`src/rtl/ifu_pkg.sv`:
```
// Shared types and helpers for the instruction fetch unit.
// Latency: n/a (declarations only).
// Backpressure: n/a.
// ILEN fixes the instruction width. ADDR_W sizes the buffered word address.
// A fetch-buffer entry is a word_entry_t holding {addr, data}.
package ifu_pkg;

    localparam int unsigned ILEN   = 32;
    localparam int unsigned ADDR_W = 32;

    typedef struct packed {
        logic [ADDR_W-1:0] addr;
        logic [ILEN-1:0]   data;
    } word_entry_t;

    // RVC encodings use every opcode quadrant except 2'b11.
    function automatic logic is_compressed(input logic [15:0] h);
        return h[1:0] != 2'b11;
    endfunction

    function automatic logic [15:0] hw_sel(input logic [ILEN-1:0] w, input logic upper);
        return upper ? w[31:16] : w[15:0];
    endfunction

endpackage

```
`src/rtl/ifu_word_fifo.sv`:
```
// DEPTH-entry synchronous word FIFO that exposes the head and head+1 entries.
// Latency: a push is visible at head on the next cycle, with no bypass.
// Backpressure: the caller must not push when count == DEPTH or pop when empty.
// Ports:
//   clk, rst_n           clock and async active-low reset
//   push, push_dat       write one entry at the tail
//   pop                  drop the head entry
//   clear                empty the FIFO
//   head, next, count    read view of the FIFO
// clear wins over pop. A push issued together with clear still lands as the
// only entry.
module ifu_word_fifo
    import ifu_pkg::*;
#(
    parameter int unsigned DEPTH = 4,
    parameter int unsigned AW    = $clog2(DEPTH)
) (
    input  logic        clk,
    input  logic        rst_n,
    input  logic        push,
    input  word_entry_t push_dat,
    input  logic        pop,
    input  logic        clear,
    output word_entry_t head,
    output word_entry_t next,
    output logic [AW:0] count
);

    word_entry_t    mem [DEPTH];
    logic [AW-1:0]  rd_ptr;
    logic [AW-1:0]  wr_ptr;

    always_ff @(posedge clk or negedge rst_n) begin
        if (!rst_n) begin
            rd_ptr <= '0;
            wr_ptr <= '0;
            count  <= '0;
        end else if (clear) begin
            rd_ptr <= '0;
            wr_ptr <= push ? AW'(1) : '0;
            count  <= push ? (AW+1)'(1) : '0;
        end else begin
            if (push) wr_ptr <= wr_ptr + AW'(1);
            if (pop)  rd_ptr <= rd_ptr + AW'(1);
            count <= count + (AW+1)'(push) - (AW+1)'(pop);
        end
    end

    // The storage array has no reset. Entries are only read below count.
    always_ff @(posedge clk) begin
        if (push) mem[clear ? '0 : wr_ptr] <= push_dat;
    end

    assign head = mem[rd_ptr];
    assign next = mem[rd_ptr + AW'(1)];

endmodule

```
`src/rtl/ifu_align.sv`:
```
// Instruction aligner and fetch buffer that splits fetched words into 16/32-bit instructions.
// Latency: a word accepted in cycle N can produce instr_valid in cycle N+1 at the earliest.
// Backpressure: fetch_ready = buffer not full, independent of instr_ready. Outputs hold while stalled.
// Ports:
//   fetch_valid/fetch_ready/fetch_addr/fetch_data   returned fetch words
//   flush/flush_addr                                redirect that discards buffered words
//   instr_valid/instr_ready/instr/instr_pc/compressed   instruction to decode
// Define IFU_ALIGN_RVC_EN to enable compressed (16-bit) instructions.
// Without it, every instruction is a 32-bit word.
module ifu_align
    import ifu_pkg::*;
#(
    parameter int unsigned     XLEN         = ADDR_W,
    parameter int unsigned     DEPTH        = 4,
    parameter logic [XLEN-1:0] RESET_VECTOR = '0
) (
    input  logic            clk,
    input  logic            rst_n,
    input  logic            fetch_valid,
    output logic            fetch_ready,
    input  logic [XLEN-1:0] fetch_addr,
    input  logic [31:0]     fetch_data,
    input  logic            flush,
    input  logic [XLEN-1:0] flush_addr,
    output logic            instr_valid,
    input  logic            instr_ready,
    output logic [31:0]     instr,
    output logic [XLEN-1:0] instr_pc,
    output logic            compressed
);

    localparam int unsigned CW = $clog2(DEPTH) + 1;

    logic [XLEN-1:0] expected;
    logic [XLEN-1:0] flush_base;
    logic [XLEN-1:0] match_addr;
    logic            accept;
    logic            push;
    logic            pop;
    logic            consume;
    logic [CW-1:0]   count;
    word_entry_t     w0;
    word_entry_t     w1;
    word_entry_t     push_dat;
    logic            raw_valid;
    logic            raw_cmp;
    logic [ILEN-1:0] raw_instr;
    logic [XLEN-1:0] raw_pc;
    logic            unused_ok;

    // During a redirect, the incoming word is matched against the new target.
    // A returned word that hits the target is kept, so a redirect costs no bubble.
    assign flush_base  = {flush_addr[XLEN-1:2], 2'b00};
    assign match_addr  = flush ? flush_base : expected;
    assign fetch_ready = (count < CW'(DEPTH));
    assign accept      = fetch_valid && fetch_ready;
    assign push        = accept && (fetch_addr == match_addr);
    assign push_dat    = '{addr: fetch_addr, data: fetch_data};
    assign consume     = instr_valid && instr_ready && !flush;

    // On a push, fetch_addr already equals match_addr, so advance from it.
    always_ff @(posedge clk or negedge rst_n) begin
        if (!rst_n) begin
            expected <= RESET_VECTOR;
        end else if (push) begin
            expected <= fetch_addr + XLEN'(4);
        end else begin
            expected <= match_addr;
        end
    end

    ifu_word_fifo #(
        .DEPTH (DEPTH)
    ) u_fifo (
        .clk      (clk),
        .rst_n    (rst_n),
        .push     (push),
        .push_dat (push_dat),
        .pop      (pop),
        .clear    (flush),
        .head     (w0),
        .next     (w1),
        .count    (count)
    );

`ifdef IFU_ALIGN_RVC_EN
    // offset selects the halfword of the head word at which the next instruction starts.
    logic        offset;
    logic [15:0] hw;

    assign hw = hw_sel(w0.data, offset);

    always_comb begin
        raw_cmp   = is_compressed(hw);
        raw_instr = '0;
        raw_valid = 1'b0;
        if (raw_cmp) begin
            raw_instr = {16'h0000, hw};
            raw_valid = (count != '0);
        end else if (!offset) begin
            raw_instr = w0.data;
            raw_valid = (count != '0);
        end else begin
            // A 32-bit instruction straddles words: its upper half is w1's low halfword.
            raw_instr = {w1.data[15:0], w0.data[31:16]};
            raw_valid = (count >= CW'(2));
        end
    end

    assign raw_pc = w0.addr + {{(XLEN-2){1'b0}}, offset, 1'b0};

    // A word is retired once its last halfword has been used. A 32-bit
    // instruction at offset 1 ends mid-word, so offset stays 1.
    assign pop = consume && (!raw_cmp || offset);

    always_ff @(posedge clk or negedge rst_n) begin
        if (!rst_n) begin
            offset <= 1'b0;
        end else if (flush) begin
            offset <= flush_addr[1];
        end else if (consume && raw_cmp) begin
            offset <= !offset;
        end
    end

    assign unused_ok = &{1'b0, flush_addr[0]};
`else
    assign raw_cmp   = 1'b0;
    assign raw_instr = w0.data;
    assign raw_valid = (count != '0);
    assign raw_pc    = w0.addr;
    assign pop       = consume;
    assign unused_ok = &{1'b0, flush_addr[1:0], w1};
`endif

    assign instr_valid = raw_valid;
    assign instr       = raw_valid ? raw_instr : '0;
    assign instr_pc    = raw_valid ? raw_pc : '0;
    assign compressed  = raw_valid && raw_cmp;

endmodule

```
`config.mk`:
```
export PLATFORM = sky130hd
export DESIGN_NAME = ifu_align
export DESIGN_NICKNAME = d
export VERILOG_FILES = /design/src/rtl/ifu_pkg.sv /design/src/rtl/ifu_word_fifo.sv /design/src/rtl/ifu_align.sv
export SDC_FILE = /design/constraint.sdc
export NUM_CORES = 1
export LEC_CHECK = 0
export ABC_CLOCK_PERIOD_IN_PS = 6320
export CAP_MARGIN = 20
export CORE_MARGIN = 2
export CORE_UTILIZATION = 57
export CTS_BUF_LIST = sky130_fd_sc_hd__clkbuf_8
export DETAILED_ROUTE_END_ITERATION = 10
export PLACE_DENSITY_LB_ADDON = 0.08
export SKIP_CTS_REPAIR_TIMING = 1
export SLEW_MARGIN = 40
export SYNTH_ARGS = -nofsm -noshare
export SYNTH_HDL_FRONTEND = slang
export SYNTH_SLANG_ARGS = --single-unit
```
`constraint.sdc`:
```
create_clock -name clk -period 6.32 [get_ports clk]
set_input_delay 1.896 -clock clk [delete_from_list [all_inputs] [get_ports clk]]
set_output_delay 1.896 -clock clk [all_outputs]
set_load 0.05 [all_outputs]
```
After elaboration in Yosys (flattened, before gate mapping)
Memories as Yosys holds them, arrays and structs flattened.
Cells that the tools add are included.
Word-level totals
  bits in registers: 39
  bits in writable memories: 256
  input port bits: 101
  output and inout bits: 67
  logic and storage cells: 34
  memories kept: 1
Operators by class
  add/subtract/negate cells: 5
  $lt $le $gt $ge: 1
  equal/unequal tests: 1
  mux-type cells: 14
  reduce and logical (&&, ||, !) cells: 8
Memories
  u_fifo.mem: words 4, bits a word 64, read ports 1, clocked after memory_dff 0, write ports 1, RTL line ifu_word_fifo.sv:29  | word_entry_t mem [DEPTH];
Operators by type and width (number)
  $mux W32: 4
  $add A32 B3 Y32 const B: 1
  $eq A32 B32 Y1: 1
  $mux W2: 5
  $add A2 B1 Y2 const B: 2
  $logic_and A1 B1 Y1: 4
  $mux W1: 4
  $reduce_bool A2 Y1: 2
  $add A3 B1 Y3: 1
  $lt A3 B3 Y1 const B: 1
  $mux W3: 1
  $reduce_bool A3 Y1: 1
  $sub A3 B1 Y3: 1
  $logic_not A1 Y1: 1

Depth between registers and ports, before layout
  word-level depth: 6
  depth in mapped cells: 14
  mapped depth without buffers: 12

By module
From an unflattened synthesis, not the netlist that was laid out.
Unflattened totals
  cell total of the unflattened synthesis: 748
  area total of the unflattened synthesis: 14067.2 sq um
By module, submodules not included
  ifu_word_fifo: instances 1, cells an instance 447, area each 11184.5 sq um
  ifu_align: instances 1, cells an instance 301, area each 2882.8 sq um

Worst setup path before layout
Ideal clock, no wire load.
  path type: input -> register
  from: input port flush
  to: memory u_fifo.mem[2][0] in the netlist's numbering (enable)
  setup time: 522 ps
  arrival: 7048 ps
  slack: -1250 ps
  stages on the path: 7
  path buffers: 1
  cells stage by stage: buf_6 > mux2i_1 > nor2_1 > a2111o_1 > or3_4 > or4_4 > nor4_2
Between the ends
  word-level cells in the longest chain between the ends: 5
  elaborated cells on any way between the ends: 6
RTL lines
  from (decl): RTL line ifu_align.sv:23  | input logic flush,
  $mux W32: RTL line ifu_align.sv:54  | assign match_addr = flush ? flush_base : expected;
  $eq A32 B32 Y1: RTL line ifu_align.sv:57  | assign push = accept && (fetch_addr == match_addr);
  $logic_and A1 B1 Y1: RTL line ifu_align.sv:57
  $mux W1 (2 in a row): RTL line ifu_word_fifo.sv:51  | if (push) mem[clear ? '0 : wr_ptr] <= push_dat;
  to (decl): RTL line ifu_word_fifo.sv:29
Several ways; a longest one is shown, not always the timed one.

Worst setup path after layout
  from: register u_fifo.rd_ptr[0]
  to: output port instr_pc[10]
Between the ends
  word-level cells in the longest chain between the ends: 2
RTL lines
  from (decl): RTL line ifu_word_fifo.sv:30  | logic [AW-1:0] rd_ptr;
  from (signal assigned): RTL line ifu_word_fifo.sv:44  | if (pop) rd_ptr <= rd_ptr + AW'(1);
  $mem_v2 Z4 W64
  $mux W32: RTL line ifu_align.sv:138  | assign instr_pc = raw_valid ? raw_pc : '0;
  to (decl): RTL line ifu_align.sv:28  | output logic [XLEN-1:0] instr_pc,
No other way between the ends.

==> reports/results.txt <==
For the number of routed nets with antenna violations, the log shows 0. For the final database, setup skew stands at 0.0230 ns. The total detailed-routing wirelength was 25,800 um. For this run, the leading register cell type out of synthesis is sky130_fd_sc_hd__edfxtp_1. Summing all multi-input logic gate instances after layout gives 0.00367 mm^2. The fraction of final layout cells with drive strength greater than 1 is 17.4%, and the die height is 152 um. The initial utilization of the core area, before any placement, comes to 57.7%. The mean area per synthesized cell is 18.1 um^2. Clock latency on the worst-skew pair, taken at its later pin, is 0.56 ns. The number of search-and-repair iterations in the first detailed-routing pass was 5.

Summing every instance area after synthesis gives 0.0125 mm^2. Compared with the post-synthesis result, the final layout area differs by 23.4%. The floorplan has 54 rows. The net count after synthesis came out at 795. The run finished with clean final reports. After synthesis, the cell types taking the most area are sky130_fd_sc_hd__edfxtp_1 (61%), sky130_fd_sc_hd__mux4_2 (12%), sky130_fd_sc_hd__dfrtp_1 (7.8%). The initial antenna violation count was 0. Buffers inserted during clock tree synthesis total 47. Setup repair after global routing left no endpoint under its margin. The final count of pins violating max slew was 0; the clock transition at the register clock pins on the worst setup and hold paths after CTS was 0.06 ns.

After synthesis, the share of flip-flops with an asynchronous set or reset is 13.2%. In the finished design, the share of the clock period the worst path needs comes to 82.4%. For the finished layout, the period the worst path requires is 5.21 ns. After filler insertion, the fill cell instance count of the layout stands at 1,415. STA puts the critical path data arrival time at 3.31 ns.

The post-detailed-route via-to-cell ratio is 5.74. Setup violations remaining at the end of the flow were counted as 0. Critical path start-end classification: flip-flop to primary output. The launching element type of the critical path is a flip-flop.

The total area inside the core boundary comes to 0.0217 mm^2. The Yosys step of the flow raised 0 warnings. At the end of routability-driven placement, the weighted congestion stood at 0.865.

The violation count after the first detailed-route iteration was 468; the sequential cell area was 0.00867 mm^2. The remaining global-route overflow was 0; the data required time of the critical path was 4.42 ns. Capturing element type of the critical path: a primary output. Along the worst path, the maximum fanout reaches 36. In this run, flip-flops and latches consume 42.0% of the power. The largest total area in the synthesized netlist belongs to sky130_fd_sc_hd__edfxtp_1. From left edge to right edge, the die measures 152 um.

The run gives 71.2% as the utilization after layout. The logs give 28.2% for the proportion of power drawn by the clock network and 3520 uW for the design internal power. The worst register-to-register path begins at u_fifo.count[2]$_DFF_PN0_. After detailed routing, the number of remaining DRC violations is 0. After synthesis, the netlist uses 45 different library cells.

The analysis attributes to net switching a power of 1730 uW. The power density over the cells came out at 340 mW/mm^2. The most critical setup path has its startpoint at u_fifo.rd_ptr[0]$_DFFE_PN0P_. The die area came out at 0.0232 mm^2. The repair_antennas step left the layout with diodes totalling 0. The port buffer count is 164. For this run, the register share of the synthesized area comes to 69.2%.

The clock net in this run drives a total of 295 sinks. In this run switching power makes up 32.9% of total power. The average routed wire per standard cell was 21.4 um; the post-layout worst setup margin was 1.11 ns. The tree is rooted in a sky130_fd_sc_hd__clkbuf_8. The tools report the deepest clock path buffer count as 3. The run gives 192 MHz as the highest clock rate. The wire length of the first global-routing pass was 40,700 um; the sum of net half-perimeters after detailed placement was 16,600 um.

The worst hold path begins at expected[0]$_DFF_PN0_. The total global routing track utilization came out at 22.8%. TritonCTS built the clock tree. For this design the static power due to leakage is 0.00516 uW. The largest net degree at the start of global routing was 48; the worst vdd rail ir drop was 225 uV.

The total of max-cap violations was 0; the final hold violation count was 0. In this run the count of I/O pins placed on the die edge is 168. Counting flops with a built-in enable in the synthesized netlist gives 256.

Detailed routing inserted a total of 6,922 vias. The run gives 7,351 as the number of global-route vias before repair. The min-delay analysis places its worst path in the category flip-flop to flip-flop.

The share of total power dissipated in combinational logic is 29.9%. Synthesis inferred 295 register bits. Headroom to the max-slew limit came out at 50.1%.

Ranked by instance count, the synthesized netlist is headed by sky130_fd_sc_hd__edfxtp_1 (256), sky130_fd_sc_hd__and2_1 (65), sky130_fd_sc_hd__mux4_2 (64). In this run the number of H-tree levels came out at 2. Setup TNS: 0 ns. Prior to clock tree synthesis, the placed netlist has a worst setup slack of 0.726 ns. Counting every instance in the synthesized netlist gives 690. The most frequent cell after synthesis was sky130_fd_sc_hd__edfxtp_1. After synthesis, the largest area contributor takes up 61.4% of total cell area. The worst-margin pin slew is 0.748 ns, and the net count of the finished layout is 993.
## critical path, stage by stage, from the launching register on
cell and delay, ns:
sky130_fd_sc_hd__dfrtp_4 0.92, sky130_fd_sc_hd__buf_12 0.35, sky130_fd_sc_hd__mux4_2 0.55, sky130_fd_sc_hd__and2_1 0.18
sky130_fd_sc_hd__clkdlybuf4s50_1 0.73
## per-stage QoR
step | power [uW] | std cells | hold slack [ns] | cell area [um^2]
final | 5250 | 1205 | 0.553 | 15400
after global routing | 5470 | 1205 | 0.595 | 15400
after CTS | 5300 | 1205 | 0.564 | 15400
after detailed placement | 3820 | 1119 | 0.550 | 14600
after global placement | 3800 | 1117 | 0.521 | 14500
after floorplan | 3270 | 690 | 0.487 | 12500
## path summary, 6_finish.rpt
check	to	slack, ns	cells after the start
worst max-delay path	instr_pc[10]	1.11	4
worst min-delay path	expected[0]$_DFF_PN0_	0.55	1
worst max register to register	u_fifo.mem[0][12]$_DFFE_PP_	3.07	7
worst min register to register	expected[0]$_DFF_PN0_	0.55	1
max in group asynchronous	u_fifo.rd_ptr[1]$_DFFE_PN0P_	4.58	1
min in group asynchronous	expected[20]$_DFF_PN0_	1.32	1
## layout by cell type, fill, tap and decap left out, drive strengths merged, types with 2 or more instances in the layout
master	n
inv	30
clkbuf	53
nand3	13
dfrtp	39
nand4	8
xor2	20
mux2i	60
buf	19
edfxtp	256
clkdlybuf4s50	162
nor2b	3
and2	65
mux4	64
ha	3
and3	4
nand2	10
or3	3
a21oi	2
and4	7
nor4	11
xnor2	40
or4	2
mux2	2
clkinv	14
nor2	20
nor3	2
## sequential cells by signal, indices dropped and copies added, names as in the netlist
name / cells
u_fifo.count: 3
expected: 32
u_fifo.wr_ptr: 2
u_fifo.rd_ptr: 2
u_fifo.mem: 256
## power groups by stage
| stage | Combinational [uW] | Clock [uW] | Sequential (uW) |
|---|---|---|---|
| floorplan | 1080 | 0 | 2190 |
| global placement | 1550 | 0 | 2250 |
| detailed placement | 1580 | 0 | 2240 |
| CTS | 1580 | 1520 | 2200 |
| global route | 1650 | 1610 | 2210 |
| finish | 1570 | 1480 | 2200 |
## final cells by class
class / count / area share (%)
Clock buffer: 53 / 4.72
Clock inverter: 33 / 0.923
Inverter: 12 / 0.292
Multi-Input combinational cell: 351 / 23.8
Sequential cell: 295 / 56.1
Tap cell: 280 / 2.27
Timing Repair Buffer: 181 / 11.9
## kinds of logic after synthesis
| kind of cell | share of synthesized area, % |
|---|---|
| AOI/OAI and AO/OA | 0.520 |
| xor gates and xnor gates | 4.20 |
| adders and majority gates | 0.460 |
| buffers and inverters | 1.72 |
| DFF | 69.2 |
| muxes | 16.5 |
| other | 0.0299 |
| and+or+nand+nor | 7.34 |
## layer usage
layer	wire length, um	vias to the layer above	global-route usage, %
met3	1620	55	4.81
met2	12900	252	37.9
met5	0	-	0
met4	590	0	6.72
li1	-	3097	-
met1	10700	3518	30.8
Note: power is estimated with default switching activity, not from simulation.
